`config.mk`:
```
export PLATFORM = sky130hd
export DESIGN_NAME = updown_counter_param
export DESIGN_NICKNAME = d
export VERILOG_FILES = /design/src/rtl/updown_pkg.sv /design/src/rtl/updown_next_calc.sv /design/src/rtl/updown_counter_param.sv
export SDC_FILE = /design/constraint.sdc
export NUM_CORES = 1
export LEC_CHECK = 0
export CELL_PAD_IN_SITES_DETAIL_PLACEMENT = 1
export CELL_PAD_IN_SITES_GLOBAL_PLACEMENT = 2
export CORE_UTILIZATION = 31
export CTS_CLUSTER_SIZE = 40
export DETAILED_ROUTE_END_ITERATION = 10
export GPL_TIMING_DRIVEN = 0
export PLACE_DENSITY = 0.88
export SYNTH_ARGS = -nofsm -noshare
export SYNTH_HDL_FRONTEND = slang
export SYNTH_HIERARCHICAL = 1
export SYNTH_SLANG_ARGS = --single-unit
export TNS_END_PERCENT = 10
```
`constraint.sdc`:
```
create_clock -name clk -period 4.2 [get_ports clk]
set_clock_uncertainty 0.15 [all_clocks]
set_input_delay 0.63 -clock clk [delete_from_list [all_inputs] [get_ports clk]]
set_output_delay 0.63 -clock clk [all_outputs]
set_load 0.1 [all_outputs]
```
`src/rtl/updown_pkg.sv`:
```
// Shared mode encodings for the parameterised up/down/bounce counter.
package updown_pkg;

  typedef enum logic [1:0] {
    MODE_UP     = 2'b00,
    MODE_DOWN   = 2'b01,
    MODE_BOUNCE = 2'b10,
    MODE_HOLD   = 2'b11
  } mode_t;

endpackage

```
`src/rtl/updown_next_calc.sv`:
```
// Combinational next-state calculation: next count, next direction and wrap pulse.
module updown_next_calc
  import updown_pkg::*;
#(
  parameter int unsigned WIDTH    = 8,
  parameter bit          SATURATE = 1'b0
) (
  input  logic [WIDTH-1:0] count,
  input  logic             dir,
  input  logic             load,
  input  logic [WIDTH-1:0] load_val,
  input  logic [WIDTH-1:0] limit,
  input  logic             enable,
  input  mode_t            mode,
  output logic [WIDTH-1:0] next_count,
  output logic             next_dir,
  output logic             next_wrap
);

  logic at_top;
  logic at_zero;
  logic above;

  assign at_top  = (count >= limit);
  assign at_zero = (count == '0);
  assign above   = (count > limit);

  always_comb begin
    next_count = count;
    next_dir   = dir;
    next_wrap  = 1'b0;
    if (load) begin
      next_count = (load_val > limit) ? limit : load_val;
    end else if (enable) begin
      case (mode)
        MODE_UP: begin
          next_dir = 1'b1;
          if (!at_top) begin
            next_count = count + WIDTH'(1);
          end else if (SATURATE) begin
            next_count = limit;
          end else begin
            next_count = '0;
            next_wrap  = 1'b1;
          end
        end
        MODE_DOWN: begin
          next_dir = 1'b0;
          if (at_zero) begin
            if (!SATURATE) begin
              next_count = limit;
              next_wrap  = 1'b1;
            end
          end else if (above) begin
            next_count = limit;
          end else begin
            next_count = count - WIDTH'(1);
          end
        end
        MODE_BOUNCE: begin
          // A zero limit leaves nowhere to bounce; pin at zero without reversing.
          if (limit == '0) begin
            next_count = '0;
          end else if (dir) begin
            if (!at_top) begin
              next_count = count + WIDTH'(1);
            end else begin
              next_count = limit - WIDTH'(1);
              next_dir   = 1'b0;
              next_wrap  = 1'b1;
            end
          end else if (at_zero) begin
            next_count = WIDTH'(1);
            next_dir   = 1'b1;
            next_wrap  = 1'b1;
          end else if (above) begin
            next_count = limit;
          end else begin
            next_count = count - WIDTH'(1);
          end
        end
        default: ;
      endcase
    end
  end

endmodule

```
`src/rtl/updown_counter_param.sv`:
```
// Parameterised up/down/bounce counter: state registers plus bound flags.
module updown_counter_param
  import updown_pkg::*;
#(
  parameter int unsigned WIDTH     = 8,
  parameter bit          SATURATE  = 1'b0,
  parameter int unsigned RESET_VAL = 0
) (
  input  logic             clk,
  input  logic             reset,
  input  logic             enable,
  input  logic             load,
  input  logic [WIDTH-1:0] load_val,
  input  logic [WIDTH-1:0] limit,
  input  logic [1:0]       mode,
  output logic [WIDTH-1:0] count,
  output logic             dir,
  output logic             at_max,
  output logic             at_min,
  output logic             wrap
);

  logic [WIDTH-1:0] next_count;
  logic             next_dir;
  logic             next_wrap;

  updown_next_calc #(
    .WIDTH    (WIDTH),
    .SATURATE (SATURATE)
  ) u_next (
    .count      (count),
    .dir        (dir),
    .load       (load),
    .load_val   (load_val),
    .limit      (limit),
    .enable     (enable),
    .mode       (mode_t'(mode)),
    .next_count (next_count),
    .next_dir   (next_dir),
    .next_wrap  (next_wrap)
  );

  always_ff @(posedge clk or negedge reset) begin
    if (!reset) begin
      count <= WIDTH'(RESET_VAL);
      dir   <= 1'b1;
      wrap  <= 1'b0;
    end else begin
      count <= next_count;
      dir   <= next_dir;
      wrap  <= next_wrap;
    end
  end

  // Bound flags follow limit combinationally so a lowered limit shows at once.
  assign at_max = (count >= limit);
  assign at_min = (count == '0);

endmodule
```
==> results.md <==
* Drt first-iter violations at 125
* Post-Synthesis Cells at 290
* Number of distinct standard cells referenced by the synthesized netlist at 60
* Worst-path cell with the longest stage delay: a211oi_2
* GRT Overall Usage at 0.2517
* Register bit count reported by yosys at 10
* Crit path cell chain: clkdlybuf4s50_1 > inv_1 > ha_1 > nor2b_1 > o211ai_1 > a211oi_2 > or2_2 > clkbuf_1 > o21ai_0 > a32o_1 > a221o_1
* CP delay by family, top: compound AO/OA/AOI/OAI gates
* Clock transition time at the flip-flop clock pins of the worst setup and hold paths at 0.06 ns
* Global-route congestion overflow total at 0
* Crit path largest cell delay at 0.67 ns
* Setup slack of the worst register-to-register path at 0.40 ns
* Slew Limit Headroom at 0.3501
* Number of nets produced by synthesis at 340
* Number of enable-type register cells in the synthesized netlist at 0
* Most frequent cells in the layout: 32 x clkdlybuf4s50_1, 31 x nor2_1, 28 x ha_1
* Final antenna-violating net count at 0
* Root buf cell: clkbuf_8
* Via count of the routed design at 2474
* Startpoint-to-endpoint class of the critical path: primary input to flip-flop
* Type of element capturing the critical path: flip-flop
* Max Transition Viols Final at 0
* Proportion of synthesized flip-flops having asynchronous set or reset at 1.000
* Core outline area at 6756 um^2
* Status: completed
* Syn Std Cell Area at 2155 um^2
* Final worst path period need at 4.033 ns
* CTS tree: built
* Hold Violations, Final at 0
* Antenna violations before repair at 0
* Width of the die at 85.37 um
* Warnings, synthesis at 6
* Cell accounting for the most synthesized area: ha_1
* TritonCTS sink count at 10
* Wire length of the first global-routing pass at 13970 um
* Share of the synthesized area in the top cell type at 0.1626
* Largest net degree at the start of global routing at 13
* Share of layout cells above drive strength 1 at 0.06442
* Number of I/O port buffers at 32
* Origin of the critical flop-to-flop path: count[0]
* Critical path arrival at 4.01 ns
* Nets at 377
* Die Footprint at 7287 um^2
* Clock Latency Late Sink at 0.24 ns
* Count of unresolved DRC violations after routing at 0
* Top flip-flop cell by instance count after synthesis: dfrtp_1
* Total power draw at 0.9523 mW
* Cell row count at 30
* Total power density per cell area at 362.6 nW/um^2
* CP bufs+invs at 3
* Static leakage power at 1.067 nW
* Ant. Diodes at 0
* Worst setup slack after layout at 0.1669 ns
* Setup repair after global routing missed its margin: no
* Number of global-route vias before repair at 2516
* Final Routed Wirelength at 8755 um
* Number of gates resized after CTS at 0
* Startpoint types: primary input
* Reg2Reg Capture Point: count[1]
* Initial cell density of the core at 0.3189
* Via density at 6.094
* Number of buffers between clock root and the deepest sink at 2
* Final setup violating endpoints at 0
* Ports placed on the boundary at 34
* Hold buffers post-CTS at 0
* Wire length per cell at 21.56 um
* Min-delay worst type: primary input to async pin
* Worst setup timing slack at the placement stage at -0.04369 ns
* Worst-margin pin slew at 0.9719 ns
* Required time of the critical path at 4.17 ns
* Register-to-Register Path Depth at 11
* Max-cap violations at 0
* FMAX at 0.2479 GHz
* Final weighted congestion in routability-driven placement at 0.9543
* Post-route fraction of the period consumed by the critical path at 0.9603
* Total number of H-tree levels at 1
* Maximum vdd ir drop at 0.1588 mV
* Post-CTS Repair Setup Buffers at 0
* Post-DP HPWL at 6824 um
* 1st-pass router iterations at 4
* Worst Path Max Fanout at 10
* Mean post-synth cell area at 7.430 um^2
* Area added between synthesis and finish at 21.89%
* Number of buffers inserted during clock tree synthesis at 3
* Leading cell type in the layout, fill and taps excluded: clkdlybuf4s50_1
* Share of synthesized area occupied by flip-flops and latches at 0.1167
* Cell types occupying the most area after synthesis: ha_1 16%, dfrtp_1 10%, nor2_1 5.4%
* Die Span Y at 85.37 um
==> through the flow <==
stage / utilization / instances / hold slack (ns) / cell area (um^2) / setup TNS [ns]
3_5_place_dp: 0.3811 / 402 / 0.7252 / 2575 / -0.04369
2_1_floorplan: - / 290 / 0.1844 / 2155 / 0
4_1_cts: 0.3878 / 406 / 0.6124 / 2620 / 0
6_report: 0.3887 / 406 / 0.5911 / 2626 / 0
5_1_grt: 0.3887 / 406 / 0.6319 / 2626 / 0
3_3_place_gp: 0.3811 / 402 / 0.7349 / 2575 / -0.03661
==> metal layers <==
| metal | global-route usage | vias to the layer above | part of all wire |
|---|---|---|---|
| met3 | 0.02626 | 12 | 0.044 |
| met2 | 0.4091 | 71 | 0.46 |
| met1 | 0.3494 | 1222 | 0.47 |
| met5 | 0 | - | 0 |
| met4 | 0.08030 | 0 | 0.020 |
| li1 | - | 1169 | - |
==> Yosys cell counts (4+ instances only) <==
master,count
nor2_1,31
ha_1,28
inv_1,22
o21ai_0,19
nand2_1,18
xnor2_1,13
a21oi_1,12
nand3_1,11
clkbuf_1,10
nor3_1,10
dfrtp_1,9
or3_1,8
mux2_2,6
a31oi_1,5
mux2i_1,5
a211o_1,4
nand2b_1,4
nand4_1,4
nor4_1,4
o211ai_1,4
xor2_1,4
==> registers in the layout, indices dropped and copies added (netlist names) <==
| name | cells |
|---|---|
| count | 8 |
| wrap | 1 |
| dir | 1 |
==> how the worst max path moves through the flow <==
stage                   from       end  slack (ns)  depth (start not counted)
floorplan           count[7]    at_max        0.52                          4
global placement    limit[1]  count[1]       -0.04                         11
detailed placement  limit[6]  count[1]       -0.04                         11
CTS                 limit[6]    at_max        0.16                          7
global route        limit[6]    at_max        0.01                          7
finish              limit[1]  count[1]        0.17                         11
==> layout make-up <==
class	count	area (um^2)
multi-input combinational	245	1769
timing repair buffer	32	320.3
clock buffer	4	45.04
sequential	10	251.5
inverter	23	86.33
buffer	12	53.80
fill	836	4130
tap	80	100.1
==> logic make-up (layout without fill, tap and decap cells) <==
group / Yosys count / in the layout / synth area share
mux: 11 / 11 / 0.05459
flops: 10 / 10 / 0.1167
xor+xnor: 17 / 17 / 0.06910
compound gates: 81 / 81 / 0.2654
simple gates: 108 / 108 / 0.2665
buf+inv: 35 / 71 / 0.06504
fa+ha+maj: 28 / 28 / 0.1626
==> power by group <==
group          switching (mW)  internal, mW  leakage [nW]
clock                  0.0435        0.0668        0.0228
combinational           0.453         0.228         0.925
sequential             0.0468         0.114         0.119
total                   0.544         0.409          1.07
No activity file was read; power rests on OpenSTA's default activity.
